--- config.mk ---
export PLATFORM = sky130hd
export DESIGN_NAME = clk_div_gen
export DESIGN_NICKNAME = d
export VERILOG_FILES = /design/src/rtl/clk_div_pkg.sv /design/src/rtl/clk_div_chan.sv /design/src/rtl/clk_div_gen.sv
export SDC_FILE = /design/constraint.sdc
export NUM_CORES = 1
export LEC_CHECK = 0
export BUFFER_PORTS_ARGS = -buffer_cell sky130_fd_sc_hd__buf_2
export CAP_MARGIN = 10
export CORE_MARGIN = 5
export CORE_UTILIZATION = 39
export DETAILED_ROUTE_END_ITERATION = 7
export PLACE_DENSITY = 0.63
export SETUP_SLACK_MARGIN = 0.5
export SYNTH_ARGS = -nofsm -noshare
export SYNTH_HDL_FRONTEND = slang
export SYNTH_SLANG_ARGS = --single-unit
export TNS_END_PERCENT = 5
--- constraint.sdc ---
create_clock -name clk -period 5.1 [get_ports clk]
set_input_delay 0.255 -clock clk [delete_from_list [all_inputs] [get_ports clk]]
set_output_delay 0.255 -clock clk [all_outputs]
set_load 0.02 [all_outputs]
--- src/rtl/clk_div_pkg.sv ---
// Shared types and reset defaults for the multi-channel programmable clock divider.
package clk_div_pkg;

  typedef enum logic [1:0] {
    IDLE = 2'd0,
    HIGH = 2'd1,
    LOW  = 2'd2
  } ch_state_e;

  localparam int DEF_HIGH_LEN = 5;
  localparam int DEF_LOW_LEN  = 5;
  localparam int MAX_CH       = 16;

endpackage

--- src/rtl/clk_div_chan.sv ---
// One generated-clock channel: IDLE/HIGH/LOW phase FSM with shadow and active
// length registers; new lengths only take effect at a period boundary.
module clk_div_chan
  import clk_div_pkg::*;
#(
  parameter int CNT_W    = 8,
  parameter int DEF_HIGH = DEF_HIGH_LEN,
  parameter int DEF_LOW  = DEF_LOW_LEN
) (
  input  logic             clk,
  input  logic             rst_n,
  input  logic             en,
  input  logic             cfg_wr,
  input  logic [CNT_W-1:0] cfg_high,
  input  logic [CNT_W-1:0] cfg_low,
  output logic             clk_out,
  output logic             rise_pulse,
  output logic             pending
);

  localparam logic [CNT_W-1:0] RST_HIGH = CNT_W'(DEF_HIGH);
  localparam logic [CNT_W-1:0] RST_LOW  = CNT_W'(DEF_LOW);
  localparam logic [CNT_W-1:0] ONE      = CNT_W'(1);

  ch_state_e        state_reg;
  logic [CNT_W-1:0] cnt_reg;
  logic [CNT_W-1:0] act_high_reg;
  logic [CNT_W-1:0] act_low_reg;
  logic [CNT_W-1:0] shd_high_reg;
  logic [CNT_W-1:0] shd_low_reg;
  logic             pending_reg;
  logic             pending_next;
  logic             clk_out_reg;
  logic             rise_reg;

  logic [CNT_W-1:0] high_len;
  logic [CNT_W-1:0] low_len;
  logic             high_done;
  logic             low_done;
  logic             boundary;

  // A zero-length phase still occupies one cycle
  assign high_len  = (act_high_reg == '0) ? ONE : act_high_reg;
  assign low_len   = (act_low_reg == '0) ? ONE : act_low_reg;
  assign high_done = (cnt_reg == high_len);
  assign low_done  = (cnt_reg == low_len);

  always_comb begin
    boundary = 1'b0;
    if (en) begin
      case (state_reg)
        IDLE:    boundary = 1'b1;
        LOW:     boundary = low_done;
        default: boundary = 1'b0;
      endcase
    end
  end

  // A write landing on a boundary cycle stays pending for the following period
  always_comb begin
    pending_next = pending_reg;
    if (cfg_wr) begin
      pending_next = 1'b1;
    end else if (boundary) begin
      pending_next = 1'b0;
    end
  end

  always_ff @(posedge clk or negedge rst_n) begin
    if (!rst_n) begin
      state_reg   <= IDLE;
      cnt_reg     <= '0;
      clk_out_reg <= 1'b0;
      rise_reg    <= 1'b0;
    end else begin
      rise_reg <= 1'b0;
      if (!en) begin
        state_reg   <= IDLE;
        cnt_reg     <= '0;
        clk_out_reg <= 1'b0;
      end else begin
        case (state_reg)
          IDLE: begin
            state_reg   <= HIGH;
            cnt_reg     <= ONE;
            clk_out_reg <= 1'b1;
            rise_reg    <= 1'b1;
          end
          HIGH: begin
            if (high_done) begin
              state_reg   <= LOW;
              cnt_reg     <= ONE;
              clk_out_reg <= 1'b0;
            end else begin
              cnt_reg <= cnt_reg + ONE;
            end
          end
          LOW: begin
            if (low_done) begin
              state_reg   <= HIGH;
              cnt_reg     <= ONE;
              clk_out_reg <= 1'b1;
              rise_reg    <= 1'b1;
            end else begin
              cnt_reg <= cnt_reg + ONE;
            end
          end
          default: begin
            state_reg   <= IDLE;
            cnt_reg     <= '0;
            clk_out_reg <= 1'b0;
          end
        endcase
      end
    end
  end

  always_ff @(posedge clk or negedge rst_n) begin
    if (!rst_n) begin
      act_high_reg <= RST_HIGH;
      act_low_reg  <= RST_LOW;
      shd_high_reg <= RST_HIGH;
      shd_low_reg  <= RST_LOW;
      pending_reg  <= 1'b0;
    end else begin
      if (boundary) begin
        act_high_reg <= shd_high_reg;
        act_low_reg  <= shd_low_reg;
      end
      if (cfg_wr) begin
        shd_high_reg <= cfg_high;
        shd_low_reg  <= cfg_low;
      end
      pending_reg <= pending_next;
    end
  end

  assign clk_out    = clk_out_reg;
  assign rise_pulse = rise_reg;
  assign pending    = pending_reg;

endmodule

--- src/rtl/clk_div_gen.sv ---
// Multi-channel clock divider: configuration demux and back-pressure in front
// of NUM_CH independent clk_div_chan instances.
module clk_div_gen
  import clk_div_pkg::*;
#(
  parameter int NUM_CH   = 4,
  parameter int CNT_W    = 8,
  parameter int DEF_HIGH = DEF_HIGH_LEN,
  parameter int DEF_LOW  = DEF_LOW_LEN,
  localparam int CH_W    = (NUM_CH > 1) ? $clog2(NUM_CH) : 1
) (
  input  logic              clk,
  input  logic              rst_n,
  input  logic              cfg_valid,
  output logic              cfg_ready,
  input  logic [CH_W-1:0]   cfg_ch,
  input  logic [CNT_W-1:0]  cfg_high,
  input  logic [CNT_W-1:0]  cfg_low,
  input  logic [NUM_CH-1:0] ch_en,
  output logic [NUM_CH-1:0] clk_out,
  output logic [NUM_CH-1:0] rise_pulse
);

  localparam int SLOTS = 1 << CH_W;

  logic [NUM_CH-1:0] pending;
  logic [SLOTS-1:0]  pending_slot;
  logic              cfg_accept;

  // Unpopulated channel indices never back-pressure, so writes to them drain away
  generate
    for (genvar gi = 0; gi < SLOTS; gi++) begin : g_slot
      if (gi < NUM_CH) begin : g_real
        assign pending_slot[gi] = pending[gi];
      end else begin : g_void
        assign pending_slot[gi] = 1'b0;
      end
    end
  endgenerate

  assign cfg_ready  = ~pending_slot[cfg_ch];
  assign cfg_accept = cfg_valid & cfg_ready;

  generate
    for (genvar gi = 0; gi < NUM_CH; gi++) begin : g_chan
      clk_div_chan #(
        .CNT_W    (CNT_W),
        .DEF_HIGH (DEF_HIGH),
        .DEF_LOW  (DEF_LOW)
      ) u_chan (
        .clk        (clk),
        .rst_n      (rst_n),
        .en         (ch_en[gi]),
        .cfg_wr     (cfg_accept && (cfg_ch == CH_W'(gi))),
        .cfg_high   (cfg_high),
        .cfg_low    (cfg_low),
        .clk_out    (clk_out[gi]),
        .rise_pulse (rise_pulse[gi]),
        .pending    (pending[gi])
      );
    end
  endgenerate

endmodule

After elaboration in Yosys (flattened, before gate mapping)
Index checks and enable logic that the tools add are counted.
- register bits after elaboration: 180
- bits of input ports: 25
- output and inout bits: 9
- word-level logic and storage cells: 181
- $add $sub $neg: 4
- magnitude comparators: 1
- equality and inequality tests: 27
- mux-type cells: 86
- bitwise gates (word level): 2
- reduce and logical (&&, ||, !) cells: 25
- operator list (operator ; number):
    8-bit two-way mux ; 20
    8-bit case mux with 3 select lines ; 4
    8-bit equality test ; 8
    8-bit logical NOT ; 8
    1-bit two-way mux ; 33
    8-bit by 1-bit adder with 8-bit output, second input constant ; 4
    2-bit two-way mux ; 12
    3-bit by 2-bit inequality test with 1-bit output, second input constant ; 8
    2-bit case mux with 3 select lines ; 4
    1-bit case mux with 2 select lines ; 8
    2-bit equality test, second input constant ; 6
    1-bit case mux with 3 select lines ; 4
    2-bit by 1-bit equality test with 1-bit output, second input constant ; 5
    2-bit logical NOT ; 5
    2-bit AND reduction ; 4
    2-bit nonzero test ; 4
    1-bit logical AND ; 4
    2-bit by 3-bit less-than comparator with 1-bit output, second input constant ; 1
    1-bit binary-select mux with 2-bit select ; 1
    1-bit AND ; 1
    1-bit inverter ; 1

Logic depth before layout (Yosys ltp)
Gate-level depths: netlist of the first run.
- depth in word-level cells: 7
- mapped depth: 8
- depth with buffers taken out: 6

Cells and area by module
Synthesis of the first run repeated with hierarchy kept, for this count alone.
- cell total of the unflattened synthesis: 599
- area total of the unflattened synthesis: 8166.6 µm²
- by module, submodules not included (module ; instances ; cells each ; area each (µm²) ; seq. area each (µm²)):
    clk_div_chan ; 4 ; 148 ; 2025.7 ; 1111.1
    clk_div_gen ; 1 ; 7 ; 63.8 ; 0.0

Least setup slack after synthesis of the first run
OpenSTA, ideal clock, no wires.
- path type: reg2reg
- start: register g_chan[3].u_chan.cnt_reg[4]
- end: register g_chan[3].u_chan.act_high_reg[1]
- setup time: 125 ps
- arrival time: 1955 ps
- required time: 4975 ps
- slack: 3020 ps
- stages on the path, launching flop included: 8
- path buffers: 2
- period minus slack after synthesis: 2080 ps
- cells stage by stage: dfrtp_1 > clkbuf_1 > xor2_1 > a2111oi_2 > a41oi_2 > nor2_4 > buf_6 > mux2_2
- word-level cells in the longest chain between the ends: 3
- ends and longest elaborated chain (element ; line ; text):
    start: declaration ; clk_div_chan.sv:26 ; logic [CNT_W-1:0] cnt_reg;
    start signal: assignment ; clk_div_chan.sv:95 ; cnt_reg <= cnt_reg + ONE;
    start signal: assignment ; clk_div_chan.sv:105 ; cnt_reg <= cnt_reg + ONE;
    8-bit equality test ; clk_div_chan.sv:46 ; assign low_done = (cnt_reg == low_len);
    1-bit case mux with 2 select lines ; clk_div_chan.sv:51 ; case (state_reg)
    1-bit two-way mux ; clk_div_chan.sv:50 ; if (en) begin
    named net g_chan[3].u_chan.boundary ; clk_div_chan.sv:40 ; logic boundary;
    end signal: assignment ; clk_div_chan.sv:127 ; act_high_reg <= shd_high_reg;
    end: declaration ; clk_div_chan.sv:27 ; logic [CNT_W-1:0] act_high_reg;
The timed path passes the listed nets, and every way through them passes these cells.
A chain may end at the register's enable or synchronous reset.

Worst setup path after layout of the first run
- start: register g_chan[1].u_chan.act_low_reg[5]
- end: register g_chan[1].u_chan.act_low_reg[6]
- word-level cells in the longest chain between the ends: 5
- ends and longest elaborated chain (element ; line ; text):
    start: declaration ; clk_div_chan.sv:28 ; logic [CNT_W-1:0] act_low_reg;
    start signal: assignment ; clk_div_chan.sv:128 ; act_low_reg <= shd_low_reg;
    8-bit logical NOT ; clk_div_chan.sv:44 ; assign low_len = (act_low_reg == '0) ? ONE : act_low_reg;
    8-bit two-way mux (*) ; clk_div_chan.sv:44 ;
    8-bit equality test (*) ; clk_div_chan.sv:46 ;
    1-bit case mux with 2 select lines (*) ; clk_div_chan.sv:51 ;
    1-bit two-way mux (*) ; clk_div_chan.sv:50 ;
Every way passes the cells marked *; elsewhere a longest branch is shown, timed or not.

==> results of run 1 <==
-- worst max-delay path, delay by kind of cell (launching register included) --
kind,cells,cell delay [ns]
AO/OA/AOI/OAI,1,0.39
flip-flops,1,0.41
multiplexers,2,0.69
AND/OR/NAND/NOR,2,1.06
-- through the flow --
stage,power (mW),instance area (sq um),cells,worst slack (ns),hold slack (ns)
CTS,5.09,9360,942,2.40,0.0685
floorplan,3.28,8300,623,3.02,-0.0406
detailed placement,3.59,8680,909,2.43,0.333
finish,5.04,9380,944,2.43,0.0884
global placement,3.52,8680,909,2.54,0.319
global route,5.32,9380,943,2.27,0.0650
-- logic make-up after synthesis --
logic type	share of synthesized area, %
DFF	54.8
AOI/OAI and AO/OA	4.64
and+or+nand+nor	10.1
muxes	18.7
buffers and inverters	2.74
xor gates and xnor gates	8.44
adders and majority gates	0.603
-- layer usage --
| metal | vias up | part of all wire [%] | global-route usage (%) |
|---|---|---|---|
| met1 | 2578 | 48 | 20.1 |
| met2 | 66 | 47 | 23.3 |
| li1 | 2269 | - | - |
| met4 | 2 | 1.6 | 4.79 |
| met5 | - | 0.077 | 0 |
| met3 | 19 | 3.4 | 3.83 |
-- layout make-up --
| type | instances | area [sq um] | area share (%) |
|---|---|---|---|
| clock inverter | 14 | 231 | 2.47 |
| sequential | 180 | 4540 | 48.5 |
| timing repair buffer | 38 | 215 | 2.29 |
| multi-input combinational | 406 | 3540 | 37.8 |
| tap | 275 | 344 | 3.67 |
| clock buffer | 18 | 439 | 4.68 |
| inverter | 12 | 60.1 | 0.640 |
| antenna | 1 | 2.50 | 0.0267 |
-- power by group --
| group | total [mW] | switching [mW] | internal, mW |
|---|---|---|---|
| logic | 1.11 | 0.439 | 0.675 |
| clock network | 1.48 | 0.546 | 0.930 |
| registers | 2.45 | 0.430 | 2.02 |
-- worst paths after layout --
check                                                start                               to  slack [ns]  cells after the start
max in group asynchronous                            rst_n    g_chan[0].u_chan.state_reg[0]        3.28                      3
min                                               ch_en[1]    g_chan[1].u_chan.state_reg[1]        0.09                      2
min reg2reg                g_chan[3].u_chan.shd_low_reg[1]  g_chan[3].u_chan.act_low_reg[1]        0.50                      1
max                        g_chan[1].u_chan.act_low_reg[5]  g_chan[1].u_chan.act_low_reg[6]        2.43                      5
max reg2reg                g_chan[1].u_chan.act_low_reg[5]  g_chan[1].u_chan.act_low_reg[6]        2.43                      5
min in group asynchronous                            rst_n      g_chan[1].u_chan.cnt_reg[7]        0.43                      2
-- layout by cell type (no fill, tap or decap), types with 4 or more instances in the layout --
cell,Yosys,layout
bufinv_16,0,6
xnor2_1,31,31
inv_1,10,10
o21ai_0,4,4
clkinv_2,0,4
mux2_2,109,109
a2111oi_0,4,4
nand3_1,28,28
buf_2,3,32
ha_1,4,4
a211oi_1,4,4
nand2b_1,7,7
nand2_1,19,19
nor3_1,11,11
nand3b_1,4,4
and3_1,13,13
a21oi_1,5,5
dfstp_2,32,32
clkbuf_16,0,17
nand4b_1,6,6
nor4_1,13,13
xor2_1,49,49
dfrtp_1,148,148
nor2_1,23,23
mux2_4,16,16
==> results.json, run 1 <==
{
  "status": "complete, no violations",
  "drc_errors": 0,
  "path_max_fanout": 20,
  "end_kind": "flip-flop",
  "ioPinCount": 34,
  "antenna_found_initial": 2,
  "core_sq_um": 21000,
  "yosysTopAreaCellShare_pct": 44.6,
  "dr.pass1.iters": 4,
  "synthTopCellsByArea": "dfrtp_1 45%, mux2_2 15%, dfstp_2 10%",
  "max_freq_mhz": 375,
  "grt_pass1_wl_microns": 28300,
  "critical_path_required_ns": 5.41,
  "async_flop_share_pct": 100,
  "max_cap_viol_count": 0,
  "grt-ovfl-total": 0,
  "synth_top_flop_cell": "dfrtp_1",
  "ys_seq_elements": 180,
  "area_delta_synth_final_pct": 13.0,
  "syn_area_sq_um": 8300,
  "max_slew_margin_pct": 25.9,
  "cp.arrival_ns": 2.97,
  "yosys.area.top_type": "dfrtp_1",
  "start_kind": "flip-flop",
  "hold_violations": 0,
  "ctsLongestPathBuffers": 2,
  "wl_per_cell_microns": 17.8,
  "ir_drop_uv": 223,
  "die_h_microns": 156,
  "crit_chain": "nor4_1 > mux2i_1 > o41ai_2 > nand3b_1 > mux2_2",
  "vias_per_cell": 5.23,
  "grt_max_degree": 82,
  "clockRootBuffer": "clkbuf_16",
  "io_buffers": 33,
  "clkLatencyLatePin_ns": 0.43,
  "ctsHoldBuffers": 1,
  "yosysUniqueCellTypes": 60,
  "slowest_stage": "nand3b_1",
  "synthTopCellsByCount": "148 x dfrtp_1, 109 x mux2_2, 49 x xor2_1, 32 x dfstp_2, 31 x xnor2_1",
  "n_fill_cell": 1931,
  "num_rows": 53,
  "grt_util_all_layers_pct": 14.8,
  "drt-initial-drc-count": 327,
  "crit_type": "reg -> reg",
  "initial_core_util_pct": 39.6,
  "die_w_microns": 156,
  "tns_ns": 0,
  "tightest_slew_ns": 1.11,
  "cts.clk_slew.worst_paths_ns": 0.07,
  "cts_resized": 0,
  "cellPowerDensity_nw_per_um2": 537,
  "drive_gt1_share_pct": 37.3,
  "cp_slowest_stage_delay_ns": 0.72,
  "cts_tree": "done",
  "fin_nets": 684,
  "drv_slew": 0,
  "drt-total-wl_microns": 16800,
  "syn_nets": 652,
  "ys_warn_count": 0,
  "vias": 4934,
  "ant_nets": 0,
  "h-tree-depth": 4,
  "grt_pass1_vias": 5358,
  "holdCritPathClass": "in -> reg",
  "cts.sinks": 180,
  "postCtsSetupBuffers": 0,
  "dpl.hpwl_microns": 11600,
  "numCtsBuffers": 17,
  "rsz0062_at_grt": "false",
  "final_util_pct": 44.8,
  "place.gp.congestion": 0.794,
  "seq_area_frac_synth_pct": 54.8,
  "post-route-min-period_ns": 2.67,
  "syn_area_per_cell_sq_um": 13.3,
  "clock_skew_ns": 0.0102,
  "synth.most_common_cell": "dfrtp_1",
  "finalCritPeriodShare_pct": 52.3,
  "die_area_sq_um": 24300,
  "synth_edf_count": 0,
  "setup_viol_count_final": 0,
  "synthCells": 623,
  "p_leak_nw": 4.01
}
(Power assumes the default switching activity.)
==> run 2: changes to the inputs <==
ABC_AREA = 1   (was not set)
clock period = 2.58 ns   (was 5.1 ns; I/O delays follow)
==> run 2 against run 1 <==
  * Wire length grew 14%
  * Clock power increased by 70%
  * Setup slack worse by 1.8 ns
  * Die area is 4.2% higher
  * Flip-flop and latch count stayed put
  * Core utilization decreased by 0.35 points
  * Synthesized cell count rose by 71%
  * Critical path depth is 6 higher
  * Largest cell class unchanged
==> results.json, run 2 <==
{
  "synth.most_common_cell": "nand2_1",
  "start_kind": "flip-flop",
  "ant_nets": 0,
  "yosysUniqueCellTypes": 29,
  "max_slew_margin_pct": 54.1,
  "mostFrequentLayoutCells": "432 x nand2_1, 148 x dfrtp_1, 82 x nor2_1, 71 x nand3_1, 67 x nand4_1",
  "post-route-min-period_ns": 1.90,
  "synthTopCellsByCount": "433 x nand2_1, 148 x dfrtp_1, 82 x nor2_1, 71 x nand3_1, 67 x nand4_1",
  "ioPinCount": 34,
  "placed_area_sq_um": 9070,
  "grt-busiest-layer": "met2",
  "cts_tree": "done",
  "core_sq_um": 21900,
  "status": "complete, no violations",
  "place_inst": 1341,
  "p_sw_mw": 3.86,
  "max_cap_viol_count": 0,
  "clock_skew_ns": 0.00977,
  "grt_max_degree": 66,
  "grt_pass1_vias": 6538,
  "rr_startpoint": "g_chan[0].u_chan.act_low_reg[2]",
  "place.gp.congestion": 0.798,
  "yosysTopAreaCellShare_pct": 42.7,
  "path_max_fanout": 17,
  "clkPwrFrac_pct": 24.2,
  "finalCritPeriodShare_pct": 73.7,
  "drc_errors": 0,
  "grt_pass1_wl_microns": 32700,
  "ys_warn_count": 0,
  "n_fill_cell": 2210,
  "cellPowerDensity_nw_per_um2": 1060,
  "crit_type": "reg -> reg",
  "vias": 6740,
  "p_leak_nw": 4.99,
  "end_kind": "flip-flop",
  "combPwrFrac_pct": 29.9,
  "fin_cells": 1381,
  "use_met3_pct": 2.95,
  "drt-total-wl_microns": 19200,
  "vias_per_cell": 4.88,
  "final_util_pct": 44.4,
  "clkLatencyLatePin_ns": 0.43,
  "yosys.area.top_type": "dfrtp_1",
  "syn_area_sq_um": 8670,
  "ctsLongestPathBuffers": 2,
  "final_common_cell": "nand2_1",
  "async_flop_share_pct": 100,
  "hold_ws_ns": 0.0214,
  "ir_drop_uv": 641,
  "wl_per_cell_microns": 13.9,
  "area_delta_synth_final_pct": 12.1,
  "dpl.hpwl_microns": 13200,
  "die_area_sq_um": 25300,
  "setup_viol_count_final": 0,
  "cp-startpoint": "g_chan[0].u_chan.act_low_reg[2]",
  "met1_usage_pct": 21.3,
  "switching_share_pct": 37.3,
  "drv_slew": 0,
  "max_freq_mhz": 526,
  "grt_use_met2_pct": 24.2,
  "antenna_found_initial": 0,
  "syn_nets": 1094,
  "grt_util_all_layers_pct": 15.5,
  "cp.arrival_ns": 2.21,
  "min_from": "cfg_low[4]",
  "dr.pass1.iters": 5,
  "power.total_mw": 10.3,
  "drt-initial-drc-count": 348,
  "ys_seq_elements": 180,
  "cts.sinks": 180,
  "cts.clk_slew.worst_paths_ns": 0.07,
  "seq_area_frac_synth_pct": 52.4,
  "hold_violations": 0,
  "num_antenna_cells": 0,
  "synthTopCellsByArea": "dfrtp_1 43%, nand2_1 19%, dfstp_2 9.7%",
  "initial_core_util_pct": 39.6,
  "tns_ns": 0,
  "holdCritPathClass": "in -> reg",
  "h-tree-depth": 4,
  "syn_area_per_cell_sq_um": 8.14,
  "rsz0062_at_grt": "true",
  "io_buffers": 33,
  "synth_top_flop_cell": "dfrtp_1",
  "synthCells": 1065,
  "synth_edf_count": 0,
  "die_w_microns": 159,
  "num_rows": 54,
  "critical_path_required_ns": 2.89,
  "fin_nets": 1117,
  "pwr-share-seq_pct": 45.9,
  "numCtsBuffers": 17,
  "tightest_slew_ns": 0.687,
  "die_h_microns": 159,
  "grt-ovfl-total": 0,
  "power.internal_mw": 6.49,
  "place_ws_ns": 0.589,
  "timing.final.ws_setup_ns": 0.680,
  "clockRootBuffer": "clkbuf_16",
  "drive_gt1_share_pct": 11.7,
  "final_area_sq_um": 9720
}
[run 2: changes by cell type after synthesis, sizes merged, moves of 13 or more]
cell   previous run  this run
inv              12        64
nor4             13         0
and3             13         0
xor2             49        33
nand3            28        75
mux2            128         0
nand2            19       434
buf              14        32
nand4             3        67
nor2             24        85
[run 2: final cells by class]
cell class / count / area, sq um / area share [%]
well taps: 280 / 350 / 3.60
clock inverters: 14 / 129 / 1.33
inverters: 65 / 244 / 2.51
flip-flops and latches: 180 / 4540 / 46.7
multi-input cells: 765 / 3600 / 37.1
repair buffers: 59 / 409 / 4.21
clock buffers: 18 / 439 / 4.52
[run 2: layer usage]
metal  routed length [microns]  part of all wire (%)
met4                       438                   2.3
met5                         0                     0
met3                       748                   3.9
met1                      9090                    47
met2                      8890                    46
[run 2: critical path, stage by stage (launching register included)]
cell and delay (ns):
dfstp_2 0.55, nor2_1 0.04, nand2_1 0.05, nor2_1 0.05, nor2_1 0.08, nand2_1 0.05, nand3_1 0.16, nand2_1 0.07
nand2_1 0.09, clkinv_1 0.38, nand2_1 0.18, nand2_1 0.06
[run 2: kinds of logic after synthesis]
group                      count (synthesis)  synth area share, %
adders and majority gates                  4                0.577
and+or+nand+nor                          673                 32.8
DFF                                      180                 52.4
AOI/OAI and AO/OA                         25                 1.80
buffers and inverters                    120                 6.07
xor gates and xnor gates                  63                 6.36
[run 2: what timing repair did]
item / CTS / global route
hold buffers: 7 / 0
endpoints found under the setup margin: 1 / 30
gates resized for setup: 0 / 1
setup buffers: 1 / 0
endpoints found under the hold margin: 69 / 0
pin swaps: 0 / 0
[run 2: power groups by stage]
stage / registers [mW] / clock network [mW] / logic [mW]
2_1_floorplan: 4.54 / 0 / 2.55
3_3_place_gp: 4.79 / 0 / 3.01
3_5_place_dp: 4.79 / 0 / 3.11
4_1_cts: 4.76 / 2.57 / 3.13
5_1_grt: 4.89 / 2.69 / 3.61
6_report: 4.75 / 2.51 / 3.09
[run 2: final timing paths]
| path | to | slack, ns | cells past startpoint |
|---|---|---|---|
| worst max-delay path | g_chan[0].u_chan.act_low_reg[7] | 0.68 | 11 |
| worst min-delay path | g_chan[0].u_chan.shd_low_reg[4] | 0.02 | 3 |
| worst max register to register | g_chan[0].u_chan.act_low_reg[7] | 0.68 | 11 |
| worst min register to register | g_chan[3].u_chan.shd_low_reg[2] | 0.46 | 2 |
| max in group asynchronous | g_chan[1].u_chan.shd_low_reg[0] | 1.48 | 3 |
| min in group asynchronous | g_chan[0].u_chan.state_reg[1] | 0.27 | 2 |
==> run 3: changes to the inputs <==
ABC_AREA = 0   (was 1)
clock period = 1.9 ns   (was 2.58 ns; I/O delays follow)
==> run 3 against run 2 <==
  * The flow now finishes with violations (setup timing)
  * Final cell count fell by 25%
  * Sequential share of layout area fell by 3.3 points
  * Register-to-register slack got worse by 0.83 ns
  * Flip-flop and latch count did not move
  * Largest power group unchanged
==> results.json, run 3 (same netlist as run 1, synthesis figures left out) <==
{
  "tns_ns": -6.60,
  "p_leak_nw": 4.63,
  "cp.arrival_ns": 2.36,
  "max_cap_viol_count": 0,
  "ioPinCount": 34,
  "r2r_end": "g_chan[0].u_chan.clk_out",
  "h-tree-depth": 4,
  "timing.final.ws_setup_ns": -0.153,
  "vias": 5299,
  "grt_pass1_vias": 5583,
  "cts.clk_slew.worst_paths_ns": 0.07,
  "status": "finished with violations",
  "max_freq_mhz": 487,
  "hold_violations": 0,
  "die_area_sq_um": 24300,
  "die_h_microns": 156,
  "crit_type": "reg -> reg",
  "place_inst": 982,
  "place.gp.congestion": 0.809,
  "setup_viol_count_final": 72,
  "violations": "setup timing",
  "max_slew_margin_pct": 59.5,
  "ctsLongestPathBuffers": 2,
  "hold_end": "g_chan[3].u_chan.shd_high_reg[6]",
  "io_buffers": 33,
  "cellPowerDensity_nw_per_um2": 1350,
  "rr_startpoint": "g_chan[0].u_chan.act_low_reg[3]",
  "final_common_cell": "dfrtp_1",
  "core_sq_um": 21000,
  "num_antenna_cells": 0,
  "drt-total-wl_microns": 18300,
  "drv_slew": 0,
  "power.total_mw": 14.2,
  "grt_pass1_wl_microns": 29900,
  "initial_core_util_pct": 39.6,
  "clockRootBuffer": "clkbuf_16",
  "end_kind": "flip-flop",
  "wl_per_cell_microns": 17.7,
  "final_util_pct": 50.0,
  "place_ws_ns": -0.232,
  "clkLatencyLatePin_ns": 0.43,
  "drt-initial-drc-count": 206,
  "num_rows": 53,
  "dpl.hpwl_microns": 12200,
  "n_fill_cell": 1792,
  "holdCritPathClass": "in -> reg",
  "cts.sinks": 180,
  "min_from": "cfg_high[6]",
  "die_w_microns": 156,
  "ant_nets": 0,
  "clock_skew_ns": 0.00742,
  "ff2ff_setup_slack_ns": -0.15,
  "drive_gt1_share_pct": 49.1,
  "hold-path-cell-count": 2,
  "area_delta_synth_final_pct": 26.4,
  "fin_cells": 1035,
  "ir_drop_uv": 487,
  "path_max_fanout": 9,
  "antenna_found_initial": 0,
  "vias_per_cell": 5.12,
  "numCtsBuffers": 17,
  "start_kind": "flip-flop",
  "grt_util_all_layers_pct": 15.6,
  "grt-ovfl-total": 0,
  "fin_nets": 776,
  "grt_max_degree": 60,
  "rsz0062_at_grt": "true",
  "critical_path_required_ns": 2.21,
  "cts_tree": "done",
  "mostFrequentLayoutCells": "142 x dfrtp_1, 72 x mux2_2, 66 x buf_4, 53 x mux2_4, 49 x xor2_1",
  "ff2ff_path_depth": 6,
  "post-route-min-period_ns": 2.05,
  "dr.pass1.iters": 5,
  "drc_errors": 0,
  "tightest_slew_ns": 0.608,
  "finalCritPeriodShare_pct": 108
}
==> run 3: cell count changes in the layout (fill, tap and decap cells not counted), moves of 8 or more <==
cell | before | now
inv_1 | 62 | 10
xor2_1 | 33 | 49
nor4_2 | 0 | 8
mux2_2 | 0 | 72
a21oi_1 | 15 | 2
nand3_1 | 71 | 25
nor2_1 | 82 | 22
nand2_1 | 432 | 19
nand4_1 | 67 | 3
buf_6 | 1 | 15
and3_1 | 0 | 13
mux2_4 | 0 | 53
buf_4 | 17 | 66
==> run 3: critical path, stage by stage (launching register included) <==
cell      delay (ns)
dfrtp_1         0.41
or4_1           0.52
mux2i_1         0.21
o41a_4          0.16
nand2b_4        0.24
inv_8           0.08
a221o_2         0.31
==> run 3: final cells by class <==
| class | instances | area (sq um) | share of cell area [%] |
|---|---|---|---|
| clock buffer | 17 | 425 | 4.06 |
| sequential | 180 | 4550 | 43.4 |
| tap | 275 | 344 | 3.28 |
| timing repair inverter | 4 | 45.0 | 0.429 |
| clock inverter | 15 | 148 | 1.41 |
| timing repair buffer | 126 | 995 | 9.48 |
| multi-input combinational | 406 | 3910 | 37.3 |
| inverter | 12 | 70.1 | 0.668 |
==> run 3: worst max path at each step <==
stage,start,end,slack (ns),cells after the start
after floorplan,g_chan[0].u_chan.act_low_reg[5],g_chan[0].u_chan.act_high_reg[6],-0.14,7
after detailed placement,g_chan[0].u_chan.act_low_reg[5],g_chan[0].u_chan.act_low_reg[7],-0.23,6
after global placement,g_chan[0].u_chan.act_low_reg[5],g_chan[0].u_chan.act_high_reg[4],-0.15,6
after global routing,g_chan[2].u_chan.act_low_reg[6],g_chan[2].u_chan.act_low_reg[4],-0.24,7
final,g_chan[0].u_chan.act_low_reg[3],g_chan[0].u_chan.clk_out,-0.15,6
after CTS,g_chan[2].u_chan.act_low_reg[4],g_chan[2].u_chan.act_high_reg[2],-0.21,6
==> run 3: repair_timing <==
action	CTS	global route
cloned	3	1
setup buffers	4	4
resized for setup	58	44
hold buffers	9	0
endpoints found under the hold margin	68	0
pin swaps	34	15
endpoints found under the setup margin	154	157
==> run 3: power breakdown <==
| part | switching (mW) | total [mW] | internal [mW] |
|---|---|---|---|
| registers | 1.15 | 6.57 | 5.43 |
| logic | 1.59 | 4.20 | 2.61 |
| clock network | 1.56 | 3.39 | 1.84 |
| total | 4.29 | 14.2 | 9.87 |
==> run 3: per-stage QoR <==
stage,hold slack (ns),cell area [sq um]
after floorplan,-0.201,8330
after global placement,0.114,9310
after detailed placement,0.127,9310
after CTS,0.00518,10300
after global routing,0.00211,10500
final,0.0198,10500
==> run 3: layer usage <==
metal | wire length (microns) | global-route usage (%) | share of wire [%]
met5 | 0 | 0 | 0
met4 | 399 | 6.00 | 2.2
met3 | 428 | 2.86 | 2.3
met2 | 9200 | 26.2 | 50
met1 | 8270 | 20.1 | 45
